`src/rtl/sync_fifo_pkg.sv`:
```
// ---------------------------------------------------------------------------
// sync_fifo_pkg
// Shared constants and helpers for the parametrised synchronous FIFO.
//   DEF_WIDTH / DEF_DEPTH : default word width and entry count
//   cnt_width()           : occupancy counter width for a given depth
//                           (must hold 0..DEPTH inclusive)
//   def_ptr_t / def_cnt_t : pointer and count types for the default depth
// ---------------------------------------------------------------------------
package sync_fifo_pkg;

    localparam int DEF_WIDTH = 16;
    localparam int DEF_DEPTH = 32;

    // One bit wider than the address so that a completely full FIFO
    // (count == DEPTH) is representable.
    function automatic int cnt_width(input int depth);
        return $clog2(depth) + 1;
    endfunction

    localparam int DEF_ADDR_W = $clog2(DEF_DEPTH);
    localparam int DEF_CNT_W  = cnt_width(DEF_DEPTH);

    typedef logic [DEF_ADDR_W-1:0] def_ptr_t;
    typedef logic [DEF_CNT_W-1:0]  def_cnt_t;

endpackage

```
`src/rtl/fifo_ram_2p.sv`:
```
// ---------------------------------------------------------------------------
// fifo_ram_2p
// Storage array for sync_fifo_param: one synchronous write port and one
// read port. Array contents are never cleared.
//
// Build option: SYNC_FIFO_FWFT_EN
//   undefined : read port is registered; rdata updates one cycle after re,
//               holds otherwise, cleared by reset
//   defined   : read port is asynchronous; rdata = mem[raddr] at all times
//
// Ports
//   clk    input            clock
//   reset  input            synchronous active-high reset (read register)
//   we     input            write enable
//   waddr  input  ADDR_W    write address
//   wdata  input  WIDTH     write data
//   re     input            read enable (registered mode only)
//   raddr  input  ADDR_W    read address
//   rdata  output WIDTH     read data
// ---------------------------------------------------------------------------
module fifo_ram_2p #(
    parameter int WIDTH  = 16,
    parameter int DEPTH  = 32,
    parameter int ADDR_W = $clog2(DEPTH)
) (
    input  logic              clk,
    input  logic              reset,
    input  logic              we,
    input  logic [ADDR_W-1:0] waddr,
    input  logic [WIDTH-1:0]  wdata,
    input  logic              re,
    input  logic [ADDR_W-1:0] raddr,
    output logic [WIDTH-1:0]  rdata
);

    logic [WIDTH-1:0] mem_q [DEPTH];

    always_ff @(posedge clk) begin
        if (we) begin
            mem_q[waddr] <= wdata;
        end
    end

`ifdef SYNC_FIFO_FWFT_EN
    // Head word is presented combinationally; reset and re have no effect here.
    logic unused_rd_ctrl;
    assign unused_rd_ctrl = reset ^ re;
    assign rdata          = mem_q[raddr];
`else
    logic [WIDTH-1:0] rdata_q;

    always_ff @(posedge clk) begin
        if (reset) begin
            rdata_q <= '0;
        end else if (re) begin
            rdata_q <= mem_q[raddr];
        end
    end

    assign rdata = rdata_q;
`endif

endmodule

```
`src/rtl/sync_fifo_param.sv`:
```
// ---------------------------------------------------------------------------
// sync_fifo_param
// Parametrised single-clock FIFO with simultaneous read/write, occupancy
// count, almost-full/almost-empty thresholds, overflow/underflow pulses and
// a read-valid strobe.
//
// Build option: SYNC_FIFO_FWFT_EN
//   undefined : registered read, data_out valid one cycle after an accepted
//               read (data_valid pulses), held otherwise
//   defined   : first-word-fall-through, data_out shows the head word
//               whenever not empty (0 when empty), data_valid = !empty
//
// Ports
//   clk           input            clock, rising edge
//   reset         input            synchronous active-high reset
//   write         input            write request
//   read          input            read request
//   data_in       input  WIDTH     write data
//   data_out      output WIDTH     read data
//   data_valid    output           data_out holds a freshly read word
//   empty         output           counter == 0
//   full          output           counter == DEPTH
//   almost_empty  output           counter <= AE_THRESH
//   almost_full   output           counter >= AF_THRESH
//   overflow      output           1-cycle pulse after write while full
//   underflow     output           1-cycle pulse after read while empty
//   counter       output  CNT_W    occupancy 0..DEPTH
// ---------------------------------------------------------------------------
module sync_fifo_param
    import sync_fifo_pkg::*;
#(
    parameter int WIDTH     = DEF_WIDTH,
    parameter int DEPTH     = DEF_DEPTH,
    parameter int AF_THRESH = DEPTH - 2,
    parameter int AE_THRESH = 2
) (
    input  logic                        clk,
    input  logic                        reset,
    input  logic                        write,
    input  logic                        read,
    input  logic [WIDTH-1:0]            data_in,
    output logic [WIDTH-1:0]            data_out,
    output logic                        data_valid,
    output logic                        empty,
    output logic                        full,
    output logic                        almost_empty,
    output logic                        almost_full,
    output logic                        overflow,
    output logic                        underflow,
    output logic [cnt_width(DEPTH)-1:0] counter
);

    localparam int ADDR_W = $clog2(DEPTH);
    localparam int CNT_W  = cnt_width(DEPTH);

    localparam logic [CNT_W-1:0]  CNT_FULL = CNT_W'(DEPTH);
    localparam logic [CNT_W-1:0]  CNT_AF   = CNT_W'(AF_THRESH);
    localparam logic [CNT_W-1:0]  CNT_AE   = CNT_W'(AE_THRESH);
    localparam logic [ADDR_W-1:0] PTR_ONE  = ADDR_W'(1);
    localparam logic [CNT_W-1:0]  CNT_ONE  = CNT_W'(1);

    logic [ADDR_W-1:0] wr_ptr_q, wr_ptr_d;
    logic [ADDR_W-1:0] rd_ptr_q, rd_ptr_d;
    logic [CNT_W-1:0]  count_q,  count_d;
    logic              ovf_q,    ovf_d;
    logic              udf_q,    udf_d;

    logic              wr_acc;
    logic              rd_acc;
    logic [WIDTH-1:0]  ram_rdata;

    // Flags decode the registered count only, so acceptance of a write never
    // depends combinationally on read (and vice versa).
    assign empty        = (count_q == '0);
    assign full         = (count_q == CNT_FULL);
    assign almost_empty = (count_q <= CNT_AE);
    assign almost_full  = (count_q >= CNT_AF);
    assign counter      = count_q;
    assign overflow     = ovf_q;
    assign underflow    = udf_q;

    assign wr_acc = write && !full;
    assign rd_acc = read  && !empty;

    always_comb begin
        wr_ptr_d = wr_ptr_q;
        rd_ptr_d = rd_ptr_q;
        count_d  = count_q;
        ovf_d    = write && full;
        udf_d    = read  && empty;

        if (wr_acc) begin
            wr_ptr_d = wr_ptr_q + PTR_ONE;
        end
        if (rd_acc) begin
            rd_ptr_d = rd_ptr_q + PTR_ONE;
        end

        unique case ({wr_acc, rd_acc})
            2'b10:   count_d = count_q + CNT_ONE;
            2'b01:   count_d = count_q - CNT_ONE;
            default: count_d = count_q;
        endcase
    end

    always_ff @(posedge clk) begin
        if (reset) begin
            wr_ptr_q <= '0;
            rd_ptr_q <= '0;
            count_q  <= '0;
            ovf_q    <= 1'b0;
            udf_q    <= 1'b0;
        end else begin
            wr_ptr_q <= wr_ptr_d;
            rd_ptr_q <= rd_ptr_d;
            count_q  <= count_d;
            ovf_q    <= ovf_d;
            udf_q    <= udf_d;
        end
    end

    fifo_ram_2p #(
        .WIDTH  (WIDTH),
        .DEPTH  (DEPTH),
        .ADDR_W (ADDR_W)
    ) u_ram (
        .clk   (clk),
        .reset (reset),
        .we    (wr_acc),
        .waddr (wr_ptr_q),
        .wdata (data_in),
        .re    (rd_acc),
        .raddr (rd_ptr_q),
        .rdata (ram_rdata)
    );

`ifdef SYNC_FIFO_FWFT_EN
    assign data_out   = empty ? '0 : ram_rdata;
    assign data_valid = !empty;
`else
    logic dv_q, dv_d;

    assign dv_d = rd_acc;

    always_ff @(posedge clk) begin
        if (reset) begin
            dv_q <= 1'b0;
        end else begin
            dv_q <= dv_d;
        end
    end

    assign data_out   = ram_rdata;
    assign data_valid = dv_q;
`endif

endmodule

```
`config.mk`:
```
export PLATFORM = sky130hd
export DESIGN_NAME = sync_fifo_param
export DESIGN_NICKNAME = d
export VERILOG_FILES = /design/src/rtl/sync_fifo_pkg.sv /design/src/rtl/fifo_ram_2p.sv /design/src/rtl/sync_fifo_param.sv
export SDC_FILE = /design/constraint.sdc
export NUM_CORES = 1
export LEC_CHECK = 0
export ABC_AREA = 1
export BUFFER_PORTS_ARGS = -buffer_cell sky130_fd_sc_hd__clkbuf_2
export CORE_ASPECT_RATIO = 2
export CORE_UTILIZATION = 40
export CTS_BUF_LIST = sky130_fd_sc_hd__clkbuf_8 sky130_fd_sc_hd__clkbuf_16
export DETAILED_ROUTE_END_ITERATION = 16
export SETUP_SLACK_MARGIN = 0.4
export SLEW_MARGIN = 5
export SYNTH_ARGS = -nofsm -noshare
export SYNTH_HDL_FRONTEND = slang
export SYNTH_SLANG_ARGS = --single-unit
export TNS_END_PERCENT = 50
```
`constraint.sdc`:
```
create_clock -name clk -period 2.5 [get_ports clk]
set_input_delay 0.125 -clock clk [delete_from_list [all_inputs] [get_ports clk]]
set_output_delay 0.125 -clock clk [all_outputs]
set_load 0.005 [all_outputs]
```
After elaboration in Yosys (flattened, before gate mapping) --
Memory sizes are Yosys's and may differ from the RTL's. A register that Yosys moved wholly into a read port is not among the register bits. Index checks and enable logic that the tools add are counted.
Word-level totals: register bits 19, memories 1, output and inout bits 29, memory bits (writable) 512, input bits 20
Memories:
- u_ram.mem_q | words 32, width 16, read ports 1, clocked after memory_dff 1, write ports 1, line fifo_ram_2p.sv:36 | logic [WIDTH-1:0] mem_q [DEPTH];
Cells by class: reduce and logical (&&, ||, !) cells 8, mux-type cells 3, $lt $le $gt $ge 2, equality and inequality tests 3, $add $sub $neg 4
Operators with widths (count):
- $pmux W6 S2 | 1
- $add A5 B1 Y5 const B | 2
- $add A6 B1 Y6 const B | 1
- $eq A6 B6 Y1 const B | 1
- $ge A6 B5 Y1 const B | 1
- $le A6 B2 Y1 const B | 1
- $logic_not A6 Y1 | 1
- $sub A6 B1 Y6 const B | 1
- $logic_and A1 B1 Y1 | 4
- $eq A2 B1 Y1 const B | 1
- $eq A2 B2 Y1 const B | 1
- $logic_not A1 Y1 | 2
- $mux W1 | 2
- $reduce_bool A2 Y1 | 1

Logic depth before layout (Yosys ltp) --
depth in word-level cells 5, mapped depth 20, mapped depth without buffers 19

Hierarchy --
Synthesis repeated with hierarchy kept, for this count alone.
Unflattened totals: cells, all modules 1941, area, all modules 22400.2 µm²
By module, submodules not included:
- fifo_ram_2p | area each 21316.7 µm², cells an instance 1799, times used 1
- sync_fifo_param | area each 1083.5 µm², cells an instance 142, times used 1

Worst setup path before layout --
No wires, ideal clock.
path kind flip-flop to flip-flop, from register count_q[1] (netlist: counter[1]), to memory u_ram.mem_q[3][0], enable pin, path buffers 0, stages on the path, launching flop included 9, path slack 0.008 ns, arrival time 2.083 ns, setup time 0.409 ns, path through dfxtp_1 > inv_1 > nand2_1 > nor2_1 > nand3_1 > inv_1 > nor2_1 > inv_1 > nor3_1
On the way: word-level cells in the longest chain between the ends 5
RTL lines:
- start: declaration | line sync_fifo_param.sv:64 | logic [CNT_W-1:0] count_q, count_d;
- start signal: assignment | line sync_fifo_param.sv:116 | count_q <= count_d;
- $eq A6 B6 Y1 | line sync_fifo_param.sv:75 | assign full = (count_q == CNT_FULL);
- net full | line sync_fifo_param.sv:45 | output logic full,
- $logic_not A1 Y1 | line sync_fifo_param.sv:82 | assign wr_acc = write && !full;
- $logic_and A1 B1 Y1 | line sync_fifo_param.sv:82
- $mux W1 | line fifo_ram_2p.sv:39 | if (we) begin
- $mux W1 (implied by the code) | line fifo_ram_2p.sv:40 | mem_q[waddr] <= wdata;
- end: declaration | line fifo_ram_2p.sv:36
The timed path passes the listed nets, and every way through them passes these cells.

Worst setup path in the final report --
from register count_q[2] (netlist: counter[2]), to register count_q[4] (netlist: counter[4])
On the way: word-level cells in the longest chain between the ends 5, elaborated cells between the ends (all ways) 12, classes of those cells add/sub (2); eq/ne (3); mux (1); reduce/logical (6)
RTL lines:
- parallel branches: the longest is 5 deep, another holds $sub A6 B1 Y6
Several ways; the timed one is not identified. A chain may end at the register's enable or synchronous reset.

==> impl_results.md <==
* Syn Inst Count at approximately 2.2k
* Layout area overhead at 14.7%
* Largest net degree at the start of global routing at ~120
* Max-slew violation count at 0
* Die area at ~60,000 µm²
* Comb pwr share at ~26%
* Yosys warning count at 0
* Clk_lat worst skew at between 0.5 and 0.6 ns
* CTS tree: yes
* Sequential Power Share at between 40% and 50%
* Most Crowded Layer GR: met2
* Kind of critical path: flip-flop to flip-flop
* Post-Synth Adder-Cell Area at less than 1%
* I/O Pins at 49
* Int Pwr at 16,200 µW
* Core box area at 56,900 µm²
* ANT cells at 0
* Vias per inst at roughly 5.1
* Max Freq at about 0.45 GHz
* Synth Area in XOR/XNOR at less than 1%
* Share of total power in the clock network at a little under a third
* Outcome: finished, final reports clean
* Critical Path Start Type: flip-flop
* VDD IR max at roughly 0.6 mV
* GRT overflow at 0
* Max_slew headroom at approximately 33%
* # H-tree levels at 2
* Number of remaining DRC errors at 0
* Num CTS Buffers at 47
* Vias in the first global route at around 15k
* Compound-Gate Fraction of Synth Area at under 10%
* FF/Latch Area at between 15,000 and 20,000 µm²
* TNS Setup at 0 ns
* Lkg Pwr at between 0.01 and 0.015 µW
* Nets at between 2k and 2.5k
* Dpl hpwl at 39.1 mm
* Syn_nets at between 2k and 2.5k
* Row cnt at ~120
* Clock Path Buffers at 3
* Netlist Area Pre-Place at around 23,000 µm²
* Synthesis-stage register bit count at roughly 550
* Die width at 172 µm
* GRT Overall Usage at 21.7%
* Yosys cell types at 22
* Met2 GRT Util at 40.9%
* CTS sink cnt at ~550
* Post-route clock skew at between 0.015 and 0.02 ns
* Max cap viols at 0
* Sw Pwr at approximately 7700 µW
* IO Port Bufs at 48
* Worst setup EP type: flip-flop
* Multi-input logic area at 5640 µm²
* Reg clk slew, reported paths at 0.07 ns
* Total Routed Length at roughly 62 mm
* Routed wire per std cell at a little over 20 µm
* Met1 Use GR at between 20% and 30%
* Routability cong. at 0.868
* WP data required at 2.98 ns
* Fin. Hold Viols at 0
* Layout cells sized above 1 at 11.6%
* Post-synthesis mux area share at 0%
* Post-synthesis simple-gate area fraction at 21.2%
* Initial core utilization at between 40 and 50%
* Post-synthesis sequential area ratio at a little over two thirds
* Root Buffer Master: clkbuf_16
* Hold Crit Class: primary input to flip-flop
* First-pass GRT wire length at between 90 and 100 mm
* Net Sw Frac at around a third
* Pwr dens at around 900 nW/µm²
* Detail Route Antenna Nets at 0
* First DRT Iteration DRCs at 1,234
* Total power draw at between 20,000 and 25,000 µW
* Fill cells at roughly 5.2k
* Via Count at around 16k
* GRT met3 Usage at approximately 2.1%
* Maximum fanout along the worst path at 3
* Syn avg cell area at between 10 and 15 µm²
* Final Setup Violations at 0
* Die height at 341 µm
* Worst-Margin Slew at around 1 ns
* Min Clock Period, post-route at roughly 2.2 ns
* Critical path arrival at 2.69 ns
* Antenna violations before repair at 0
* RSZ-0062 raised after global routing: true
* Final period util at between 80% and 90%
* Largest family of logic cells by synthesized area: simple AND/OR/NAND/NOR gates
* TritonRoute pass-1 iters at 11
[stage by stage]
stage	util, %	hold WS, ns	instance area [µm²]	cells	worst slack (ns)
final	46.3	0.0520	26400	3076	0.289
after detailed placement	43.1	0.373	24500	2978	0.198
after global placement	43.1	0.381	24500	2978	0.220
after CTS	46.0	0.00986	26200	3071	0.376
after global routing	46.3	0.0465	26400	3076	0.175
after floorplan	-	0.224	23100	2198	0.0705
[power groups by stage]
stage / clock network, µW / registers, µW / logic, µW
after global placement: 0 / 10600 / 5620
final: 7240 / 10400 / 6150
after detailed placement: 0 / 10700 / 5700
after global routing: 7670 / 10400 / 6750
after CTS: 7380 / 10400 / 5860
after floorplan: 0 / 10600 / 3630
[Yosys cell counts]
master | instances | area [µm²]
buf_2 | 84 | 420
o41ai_1 | 1 | 8.76
inv_1 | 238 | 893
clkinv_1 | 3 | 11.3
buf_1 | 7 | 26.3
o21ai_0 | 26 | 130
o21bai_1 | 1 | 7.51
xor2_1 | 3 | 26.3
a21oi_1 | 62 | 310
nand4_1 | 2 | 12.5
nand2_1 | 724 | 2720
nor2_1 | 139 | 522
nor3_1 | 6 | 30.0
inv_2 | 1 | 3.75
xnor2_1 | 2 | 17.5
dfxtp_1 | 35 | 701
edfxtp_1 | 512 | 15400
o22ai_1 | 1 | 6.26
clkbuf_2 | 1 | 5.00
nand3_1 | 320 | 1600
ha_1 | 8 | 100
clkbuf_1 | 22 | 82.6
[path summary, 6_finish.rpt]
path / cells after the start / end / slack [ns] / from
setup / recovery: 16 / counter[4]$_SDFFE_PP0P_ / 0.29 / counter[2]$_SDFFE_PP0P_
hold reg to reg: 2 / u_ram.rdata[2]$_SDFFE_PP0P_ / 0.47 / u_ram.rdata[2]$_SDFFE_PP0P_
setup reg to reg: 16 / counter[4]$_SDFFE_PP0P_ / 0.29 / counter[2]$_SDFFE_PP0P_
hold / removal: 3 / u_ram.rdata[5]$_SDFFE_PP0P_ / 0.05 / reset
[sequential cells by signal (all words and copies together), names as in the netlist]
register and flops:
data_valid 1, overflow 1, underflow 1, u_ram.mem_q 512, counter 6, rd_ptr_q 5
u_ram.rdata 16, wr_ptr_q 5
[cells by family (layout without fill, tap and decap cells)]
group | after synthesis | count (layout)
and+or+nand+nor | 1191 | 1191
AOI/OAI and AO/OA | 91 | 91
adders and majority gates | 8 | 8
buffers and inverters | 356 | 478
xor gates and xnor gates | 5 | 5
DFF | 547 | 547
[critical path: stages, from the launching register on]
cell and delay (ns):
dfxtp_4 0.35, nor2_4 0.12, nand2_2 0.07, nor2_4 0.13, nand2_2 0.07, nand2_2 0.08
inv_2 0.05, ha_4 0.17, xor2_2 0.18, ha_2 0.18, o21bai_4 0.17, nand4_1 0.10
nand2_1 0.08, a21oi_1 0.14, o21ai_1 0.09, nand2_1 0.07, inv_1 0.04
[cell type report]
cell class / instances / area share (%)
Sequential cell: 547 / 61.0
Multi-Input combinational cell: 1295 / 21.4
Inverter: 242 / 3.52
Timing Repair Buffer: 152 / 4.71
Clock inverter: 30 / 0.759
Clock buffer: 54 / 5.04
Tap cell: 756 / 3.59
[what timing repair did]
action / 4_1_cts / 5_1_grt
pin swaps: 5 / 10
setup buffers: 7 / 3
cloned: 0 / 2
hold endpoints to repair: 2 / 0
endpoints found under the setup margin: 391 / 26
hold buffers: 2 / 0
gates resized for setup: 17 / 22
[cells in the final DEF, fill, tap and decap left out, types with 3 or more instances in the layout]
master / netlist / layout
a21oi_1: 62 / 60
buf_12: 0 / 9
buf_4: 0 / 82
buf_6: 0 / 6
clkbuf_16: 0 / 54
clkbuf_2: 1 / 48
clkinv_1: 3 / 10
clkinv_2: 0 / 6
clkinv_4: 0 / 5
dfxtp_1: 35 / 29
dfxtp_4: 0 / 4
edfxtp_1: 512 / 512
ha_1: 8 / 5
inv_1: 238 / 239
inv_2: 1 / 3
inv_4: 0 / 3
nand2_1: 724 / 715
nand2_2: 0 / 9
nand3_1: 320 / 319
nor2_1: 139 / 122
nor2_2: 0 / 15
nor3_1: 6 / 3
nor3_2: 0 / 3
o21ai_0: 26 / 23
o21ai_1: 0 / 3
[routing by layer]
layer	wire [µm]	share of wire [%]
met4	3190	5.1
met2	34400	55
met5	0	0
met3	2560	4.1
met1	22400	36
Note: power is estimated with default switching activity, not from simulation.
